## src/rtl/config_sr_driver.sv

```systemverilog
// config_sr_driver
// Streams 32-bit words from the configuration write FIFO into the ASIC
// configuration shift register. Bits go out MSB-first under two
// non-overlapping phase clocks (ck1/ck2), followed by a single load strobe.
// Optional readback of config_sout is built when CONFIG_SR_READBACK_EN is
// defined; otherwise the readback ports are tied low.
module config_sr_driver #(
  parameter int CNT_W = 16,
  parameter int DIV_W = 8
) (
  input  logic             clk,
  input  logic             res_n,
  input  logic             start,
  input  logic             abort,
  input  logic [CNT_W-1:0] bit_count,
  input  logic [DIV_W-1:0] clk_div,
  input  logic [31:0]      fifo_dout,
  input  logic             fifo_empty,
  output logic             fifo_rd_en,
  output logic             config_sin,
  output logic             config_ck1,
  output logic             config_ck2,
  output logic             config_ld,
  input  logic             config_sout,
  output logic [31:0]      rb_data,
  output logic             rb_wr_en,
  input  logic             rb_full,
  output logic             rb_overflow,
  output logic             busy,
  output logic             done
);

  typedef enum logic [3:0] {
    S_IDLE,
    S_FETCH,
    S_LATCH,
    S_P0,
    S_P1,
    S_P2,
    S_P3,
    S_LDSET,
    S_LOAD,
    S_DONE
  } state_t;

  state_t           r_state;
  state_t           w_next;
  logic [DIV_W-1:0] r_div;
  logic [DIV_W-1:0] r_phaseCnt;
  logic [CNT_W-1:0] r_bitsLeft;
  logic [4:0]       r_wordBit;
  logic [31:0]      r_shift;
  logic             r_ck1;
  logic             r_ck2;
  logic             r_ld;
  logic             r_done;
  logic             r_busy;
  logic             w_phaseEnd;
  logic             w_inPhase;
  logic             w_accept;
  logic             w_bitEnd;

  assign w_phaseEnd = (r_phaseCnt == r_div);
  assign w_inPhase  = (r_state == S_P0) || (r_state == S_P1) ||
                      (r_state == S_P2) || (r_state == S_P3);
  assign w_accept   = (r_state == S_IDLE) && start && !abort;
  assign w_bitEnd   = (r_state == S_P3) && w_phaseEnd && !abort;

  // State register
  always_ff @(posedge clk or negedge res_n) begin
    if (!res_n) begin
      r_state <= S_IDLE;
    end else begin
      r_state <= w_next;
    end
  end

  // Next-state decode; abort overrides every other transition
  always_comb begin
    w_next = r_state;
    if (abort) begin
      w_next = S_IDLE;
    end else begin
      case (r_state)
        S_IDLE:  if (start) w_next = (bit_count == '0) ? S_DONE : S_FETCH;
        S_FETCH: if (!fifo_empty) w_next = S_LATCH;
        S_LATCH: w_next = S_P0;
        S_P0:    if (w_phaseEnd) w_next = S_P1;
        S_P1:    if (w_phaseEnd) w_next = S_P2;
        S_P2:    if (w_phaseEnd) w_next = S_P3;
        S_P3: begin
          if (w_phaseEnd) begin
            if (r_bitsLeft == CNT_W'(1)) begin
              w_next = S_LDSET;
            end else if (r_wordBit == 5'd31) begin
              w_next = S_FETCH;
            end else begin
              w_next = S_P0;
            end
          end
        end
        S_LDSET: w_next = S_LOAD;
        S_LOAD:  w_next = S_DONE;
        S_DONE:  w_next = S_IDLE;
        default: w_next = S_IDLE;
      endcase
    end
  end

  // Transfer datapath: latched parameters, phase timer, bit counters, shift register
  always_ff @(posedge clk or negedge res_n) begin
    if (!res_n) begin
      r_div      <= '0;
      r_phaseCnt <= '0;
      r_bitsLeft <= '0;
      r_wordBit  <= '0;
      r_shift    <= '0;
    end else if (abort) begin
      r_phaseCnt <= '0;
      r_bitsLeft <= '0;
      r_wordBit  <= '0;
    end else begin
      case (r_state)
        S_IDLE: begin
          if (start) begin
            r_bitsLeft <= bit_count;
            r_div      <= clk_div;
            r_phaseCnt <= '0;
            r_wordBit  <= '0;
          end
        end
        S_LATCH: begin
          r_shift    <= fifo_dout;
          r_phaseCnt <= '0;
        end
        S_P0, S_P1, S_P2, S_P3: begin
          if (w_phaseEnd) begin
            r_phaseCnt <= '0;
            if (r_state == S_P3) begin
              r_shift    <= {r_shift[30:0], 1'b0};
              r_bitsLeft <= r_bitsLeft - CNT_W'(1);
              r_wordBit  <= r_wordBit + 5'd1;
            end
          end else begin
            r_phaseCnt <= r_phaseCnt + DIV_W'(1);
          end
        end
        default: begin
        end
      endcase
    end
  end

  // Clock, load and status outputs registered from the next state so the ASIC sees glitch-free levels
  always_ff @(posedge clk or negedge res_n) begin
    if (!res_n) begin
      r_ck1  <= 1'b0;
      r_ck2  <= 1'b0;
      r_ld   <= 1'b0;
      r_done <= 1'b0;
      r_busy <= 1'b0;
    end else begin
      r_ck1  <= (w_next == S_P1);
      r_ck2  <= (w_next == S_P3);
      r_ld   <= (w_next == S_LOAD);
      r_done <= (w_next == S_DONE);
      r_busy <= (w_next != S_IDLE) && (w_next != S_DONE);
    end
  end

  assign fifo_rd_en = (r_state == S_FETCH) && !fifo_empty;
  assign config_sin = w_inPhase && r_shift[31];
  assign config_ck1 = r_ck1;
  assign config_ck2 = r_ck2;
  assign config_ld  = r_ld;
  assign busy       = r_busy;
  assign done       = r_done;

`ifdef CONFIG_SR_READBACK_EN
  logic [31:0] r_rbShift;
  logic [31:0] w_rbWord;
  logic [4:0]  r_rbCnt;
  logic        r_rbOverflow;
  logic        w_rbLast;

  assign w_rbLast = (r_bitsLeft == CNT_W'(1)) || (r_rbCnt == 5'd31);

  // Collector word including the bit being sampled this cycle, placed MSB-first
  always_comb begin
    w_rbWord           = r_rbShift;
    w_rbWord[~r_rbCnt] = config_sout;
  end

  assign rb_wr_en    = w_bitEnd && w_rbLast && !rb_full;
  assign rb_data     = (w_bitEnd && w_rbLast) ? w_rbWord : '0;
  assign rb_overflow = r_rbOverflow;

  // Readback collector: samples sout at the end of each ck2 phase and flags dropped words
  always_ff @(posedge clk or negedge res_n) begin
    if (!res_n) begin
      r_rbShift    <= '0;
      r_rbCnt      <= '0;
      r_rbOverflow <= 1'b0;
    end else if (w_accept) begin
      r_rbShift    <= '0;
      r_rbCnt      <= '0;
      r_rbOverflow <= 1'b0;
    end else if (abort) begin
      r_rbShift <= '0;
      r_rbCnt   <= '0;
    end else if (w_bitEnd) begin
      if (w_rbLast) begin
        r_rbShift <= '0;
        r_rbCnt   <= '0;
        if (rb_full) begin
          r_rbOverflow <= 1'b1;
        end
      end else begin
        r_rbShift <= w_rbWord;
        r_rbCnt   <= r_rbCnt + 5'd1;
      end
    end
  end
`else
  logic w_unused;

  assign w_unused    = config_sout ^ rb_full ^ w_accept ^ w_bitEnd;
  assign rb_data     = '0;
  assign rb_wr_en    = 1'b0;
  assign rb_overflow = 1'b0;
`endif

endmodule

```

## config.mk

```make
export PLATFORM = sky130hd
export DESIGN_NAME = config_sr_driver
export DESIGN_NICKNAME = d
export VERILOG_FILES = /design/src/rtl/config_sr_driver.sv
export SDC_FILE = /design/constraint.sdc
export NUM_CORES = 1
export LEC_CHECK = 0
export CAP_MARGIN = 5
export CORE_UTILIZATION = 50
export DETAILED_ROUTE_END_ITERATION = 10
export PLACE_DENSITY = 0.79
export SLEW_MARGIN = 20
export SYNTH_ARGS = -nofsm -noshare
export SYNTH_HDL_FRONTEND = slang
export SYNTH_SLANG_ARGS = --single-unit
```

## constraint.sdc

```tcl
create_clock -name clk -period 2.3 [get_ports clk]
set_input_delay 0.46 -clock clk [delete_from_list [all_inputs] [get_ports clk]]
set_output_delay 0.46 -clock clk [all_outputs]
set_load 0.005 [all_outputs]
```

==> impl_metrics.json, run 1 <==
{
  "status": "completed",
  "fp.dieH_um": 99.2,
  "syn_area_per_cell_sq_um": 10.8,
  "layout_common_cells": "dfrtp_1, mux2_2, clkdlybuf4s50_1, buf_4, conb_1",
  "synth_cells": 438,
  "clockBufferDepth": 2,
  "ctsRootBufferMaster": "clkbuf_8",
  "p_int_mw": 2.30,
  "dp_hpwl_mm": 7.42,
  "synth-xor-area-share": 0.0313,
  "pwr-share-seq": 0.499,
  "synthMuxAreaShare": 0.192,
  "viasPerCell": 5.69,
  "yosysTopAreaCellShare": 0.413,
  "setup_violations": 0,
  "nets": 603,
  "wirelength_mm": 10.5,
  "vdd_ir_drop_max_mv": 0.319,
  "cp-end-kind": "flip-flop",
  "dr.pass1.iters": 5,
  "finalPower_mw": 3.26,
  "synth_area_leaders": "dfrtp_1, mux2_2, buf_4, o2bb2ai_1, xnor2_1",
  "max_freq_mhz": 445,
  "drcViolationCount": 0,
  "antenna_found_initial": 0,
  "synthFlopType": "dfrtp_1",
  "fin_setup_tns_ps": 0,
  "rows": 35,
  "antenna_cells": 0,
  "first_iter_violations": 216,
  "drive_above_1_share": 0.274,
  "layout_commonest_cell": "dfrtp_1",
  "hold_violations": 0,
  "cts.htree.levels": 3,
  "synth_edf_count": 0,
  "synth_top_cell_by_area": "dfrtp_1",
  "clock_latency_ps": 360,
  "p_leak_nw": 2.55,
  "ys_seq_area_frac": 0.413,
  "cp_common_cell": "buf_4",
  "cts_buffers": 9,
  "hold_path_class": "primary input to asynchronous set/reset pin",
  "criticalPathCategory": "primary input to flip-flop",
  "ys_types": 63,
  "synth_top_family_by_area": "multiplexers",
  "synthSimpleGateAreaFrac": 0.121,
  "core_area_sq_um": 9200,
  "comb_power_share": 0.196,
  "async_flop_share": 1.00,
  "drv_cap": 0,
  "startpoint_type": "primary input",
  "arrival_ps": 2450,
  "clkTransAtPathRegs_ps": 90,
  "cts_tree": "done",
  "slew_viol_final": 0,
  "grt_use_total": 0.221,
  "slew_headroom": 0.644,
  "syn-cell-area_sq_um": 4720,
  "synth_compound_area_frac": 0.140,
  "cts.sinks": 78,
  "syn_to_final_growth_pct": 24.6,
  "powerDensity_nw_per_um2": 554,
  "ys_warn_count": 0,
  "finalClockSkew_ps": 11.7,
  "worstPathCellList": "clkdlybuf4s50_1, nor4b_1, buf_4, nand4_1, nor4_1, buf_4, o2111a_1, a41oi_1",
  "setup_ws_ps": 53.2,
  "grt_first_pass_wirelength_mm": 17.1,
  "grt_max_degree": 41,
  "p_sw_mw": 0.960,
  "sw_frac_of_total": 0.295,
  "fillers": 705,
  "crit_required_ps": 2510,
  "portBuffers": 67,
  "synth_adder_area_share": 0.0133,
  "cp_slowest_cell": "clkdlybuf4s50_1",
  "avgRoutedWirePerCell_um": 16.1,
  "fp.dieArea_sq_um": 9830,
  "worst_pin_slew_ps": 529,
  "clockPowerShare": 0.305,
  "max_stage_delay_ps": 570,
  "grt.overflow.total": 0,
  "cp_max_fo": 4,
  "post-route-period-util": 0.977,
  "ys_seq_elements": 78,
  "fin_util": 0.640,
  "routabilityCongestion": 0.873,
  "grt_pass1_vias": 3600,
  "period_needed_ps": 2250,
  "ant_nets": 0,
  "start_util": 0.513,
  "die_x_um": 99.2,
  "num_vias": 3704,
  "dp_slack_ps": -142,
  "io_pins": 104
}
## power groups by stage
stage | Sequential [mW] | Clock, mW | Combinational [mW]
after floorplan | 1.62 | 0 | 0.422
after global placement | 1.64 | 0 | 0.596
after detailed placement | 1.65 | 0 | 0.618
after CTS | 1.62 | 1.01 | 0.635
after global routing | 1.64 | 1.08 | 0.698
final | 1.63 | 0.995 | 0.638
## cells in the mapped netlist, types with 3 or more instances
master	number
inv_1	15
nand3b_1	4
nor2_1	20
mux2i_1	9
o22ai_1	3
mux2_2	71
nor4b_1	3
nor4_1	9
nand4_1	4
o21ai_0	10
ha_1	5
xnor2_1	13
buf_2	8
nor3_1	12
a21oi_1	13
buf_4	36
nand2_1	15
nor2b_1	6
a2111oi_0	3
nand3_1	5
a31oi_1	3
dfrtp_1	78
o2bb2ai_1	16
clkbuf_1	10
o211ai_1	10
nand2b_1	5
o221ai_1	7
## critical path, delay by kind of cell
kind	cells	cell delay [ps]
and+or+nand+nor	3	740
AOI/OAI and AO/OA	2	320
buffers and inverters	3	930
## per-stage QoR
stage / hold WS [ps] / instance area [sq um] / instances
finish: 74.3 / 5880 / 651
global route: 99.3 / 5880 / 651
CTS: 82.2 / 5850 / 650
detailed placement: 476 / 5580 / 624
global placement: 469 / 5580 / 624
floorplan: 164 / 4840 / 471
## timing repair
action                                  4_1_cts  5_1_grt
endpoints found under the setup margin        2        3
resized for setup                             5        4
hold buffers                                  0        0
setup buffers                                10        1
pin swaps                                     2        1
## registers in the layout, indices dropped and copies added (netlist names), 4 cells and up
name        flops
r_shift        32
r_bitsLeft     16
r_div           8
r_phaseCnt      8
r_wordBit       5
r_state         4
## worst paths after layout
kind                                  from             end  slack (ps)  cells past startpoint
worst max-delay path                 start            busy          50                      8
worst min-delay path                 res_n  r_bitsLeft[13]          70                      1
worst max register to register  r_state[0]   r_bitsLeft[2]          80                      9
worst min register to register  r_shift[0]      r_shift[0]         500                      1
max in group asynchronous            res_n   r_phaseCnt[2]        1630                      2
min in group clk                r_shift[0]      r_shift[0]         500                      1
## per-layer routing
metal  up-vias  GRT usage  part of all wire
met1      1793      0.273              0.41
met3        33     0.0506             0.054
met5         -          0                 0
met2       136      0.374              0.51
met4         0     0.0995             0.027
li1       1742          -                 -
## final cells by class
class | count | area (sq um) | area share
repair buffers | 108 | 1030 | 0.175
clock inverters | 7 | 65.1 | 0.0111
clock buffers | 9 | 124 | 0.0211
well taps | 111 | 139 | 0.0236
flip-flops and latches | 78 | 1950 | 0.332
inverters | 16 | 60.1 | 0.0102
multi-input cells | 322 | 2510 | 0.427
## kinds of logic (layout without fill, tap and decap cells)
group,Yosys count,count (layout)
DFF,78,78
other,1,34
xor gates and xnor gates,16,16
and+or+nand+nor,100,100
AOI/OAI and AO/OA,86,86
adders and majority gates,5,5
buffers and inverters,71,140
muxes,81,81
Note: power is estimated with default switching activity, not from simulation.
==> run 2: changes to the inputs <==
--- a/config.mk
+++ b/config.mk
@@ -7,7 +7,9 @@
 export LEC_CHECK = 0
 export CAP_MARGIN = 5
 export CORE_UTILIZATION = 50
+export CTS_CLUSTER_SIZE = 16
 export DETAILED_ROUTE_END_ITERATION = 10
+export MAX_ROUTING_LAYER = met4
 export PLACE_DENSITY = 0.79
 export SLEW_MARGIN = 20
 export SYNTH_ARGS = -nofsm -noshare
==> constraint.sdc (replaced) <==
create_clock -name clk -period 2.9 [get_ports clk]
set_input_delay 0.58 -clock clk [delete_from_list [all_inputs] [get_ports clk]]
set_output_delay 0.58 -clock clk [all_outputs]
set_load 0.005 [all_outputs]
==> run 2 against run 1 <==
Effect of this change: cell area shrank 3.5%; sequential share of layout area is 1.2 points higher; global-route usage about the same; die area unchanged; cell count shrank 4.3%; non-clock buffer count is 28 lower; core utilization fell by 2.2 points; largest cell class unchanged; highest routed layer unchanged.
==> impl_metrics.json, run 2 (same netlist as run 1, synthesis figures left out) <==
{
  "status": "completed",
  "grt_pass1_vias": 3426,
  "largest_reg_flops": 32,
  "core_area_sq_um": 9200,
  "powerDensity_nw_per_um2": 479,
  "antenna_found_initial": 0,
  "num_vias": 3574,
  "drive_above_1_share": 0.230,
  "worstPathCellList": "clkdlybuf4s50_1, nor4b_1, nor2b_1, clkdlybuf4s50_1",
  "criticalPathCategory": "primary input to output port",
  "ctsRootBufferMaster": "clkbuf_8",
  "worst_pin_slew_ps": 839,
  "layout_common_cells": "dfrtp_1, mux2_2, clkdlybuf4s50_1, conb_1, nor2_1",
  "grt_use_total": 0.222,
  "ant_nets": 0,
  "met2_usage": 0.363,
  "arrival_ps": 2160,
  "cp_max_fo": 3,
  "fp.dieH_um": 99.2,
  "pwr-share-seq": 0.476,
  "rsz0062_at_grt": "false",
  "grt.overflow.total": 0,
  "hold_violations": 0,
  "grtUsageMet3": 0.0365,
  "cts.sinks": 78,
  "start_util": 0.513,
  "top_usage_layer": "met2",
  "fp.dieArea_sq_um": 9830,
  "finalClockSkew_ps": 9.94,
  "multi_input_area_sq_um": 2480,
  "p_sw_mw": 0.747,
  "hold_path_class": "primary input to asynchronous set/reset pin",
  "setup_violations": 0,
  "clock_latency_ps": 360,
  "p_leak_nw": 2.41,
  "p_int_mw": 1.97,
  "grt_use_met1": 0.275,
  "post-route-period-util": 0.944,
  "clockPowerShare": 0.349,
  "clkTransAtPathRegs_ps": 90,
  "syn_to_final_growth_pct": 20.3,
  "drcViolationCount": 0,
  "regArea_sq_um": 1950,
  "rows": 35,
  "regMostFlops": "r_shift",
  "sw_frac_of_total": 0.275,
  "drv_cap": 0,
  "die_x_um": 99.2,
  "max_stage_delay_ps": 510,
  "fin_util": 0.617,
  "nets": 575,
  "reg_top3": "r_shift (32), r_bitsLeft (16)",
  "cts_tree": "done",
  "avgRoutedWirePerCell_um": 16.4,
  "slew_headroom": 0.440,
  "grt_first_pass_wirelength_mm": 16.7,
  "routabilityCongestion": 0.901,
  "wirelength_mm": 10.2,
  "cp_common_cell": "clkdlybuf4s50_1",
  "critical_path.top_delay_family": "buffers and inverters",
  "slew_viol_final": 0,
  "crit_required_ps": 2320,
  "cp-end-kind": "output port",
  "clockBufferDepth": 2,
  "cp_slowest_cell": "clkdlybuf4s50_1",
  "comb_power_share": 0.175,
  "grt_max_degree": 79,
  "dp_hpwl_mm": 7.00,
  "cts_buffers": 9,
  "io_pins": 104,
  "fillers": 751,
  "setup_ws_ps": 164,
  "layout_commonest_cell": "dfrtp_1",
  "dr.pass1.iters": 6,
  "portBuffers": 67,
  "first_iter_violations": 290,
  "fin_setup_tns_ps": 0,
  "period_needed_ps": 2740,
  "viasPerCell": 5.74,
  "place_inst": 604,
  "instances_no_fill": 623,
  "antenna_cells": 0,
  "startpoint_type": "primary input",
  "cts.htree.levels": 3,
  "max_freq_mhz": 365,
  "vdd_ir_drop_max_mv": 0.254,
  "finalPower_mw": 2.72,
  "crit_buf_inv": 2,
  "dp_slack_ps": 194
}
## run 2: worst paths after layout
check | to | slack [ps] | start | cells past startpoint
setup / recovery | fifo_rd_en | 160 | fifo_empty | 4
hold / removal | r_bitsLeft[6] | 90 | res_n | 1
setup reg to reg | r_wordBit[0] | 340 | r_phaseCnt[2] | 5
hold reg to reg | r_shift[31] | 500 | r_shift[31] | 1
max in group asynchronous | r_state[2] | 2210 | res_n | 2
min in group clk | r_shift[31] | 500 | r_shift[31] | 1
## run 2: layer usage
layer  part of all wire  wire length (um)  vias up
li1                   -                 -     1685
met1               0.42              4270     1724
met2               0.50              5100      146
met3              0.060               616       19
met4              0.021               215        0
met5                  0                 0        -
## run 2: power groups by stage
stage	clock network [mW]	logic, mW	registers [mW]
after global routing	1.01	0.522	1.31
final	0.948	0.477	1.29
after detailed placement	0	0.471	1.31
after CTS	0.967	0.473	1.29
after floorplan	0	0.334	1.28
after global placement	0	0.455	1.30
## run 2: worst reg2reg max path: stages, from the launching register on
cell,delay [ps]
dfrtp_1,450
xnor2_1,200
nand4_1,340
o31ai_4,830
o21ai_4,270
mux2_4,360
## run 2: metrics by stage
stage / instance area [sq um] / hold WS (ps)
floorplan: 4840 / 284
global placement: 5400 / 470
detailed placement: 5400 / 485
CTS: 5630 / 420
global route: 5680 / 107
finish: 5680 / 92.2
## run 2: repair_timing
action	in CTS	in global routing
setup buffers	0	2
gates resized for setup	0	2
hold endpoints to repair	0	0
setup endpoints to repair	0	1
hold buffers	0	0
## run 2: area by class of cell
cell class | count | share of cell area
repair buffers | 80 | 0.143
well taps | 111 | 0.0245
inverters | 16 | 0.0106
clock buffers | 9 | 0.0218
multi-input cells | 322 | 0.438
flip-flops and latches | 78 | 0.344
clock inverters | 7 | 0.0185
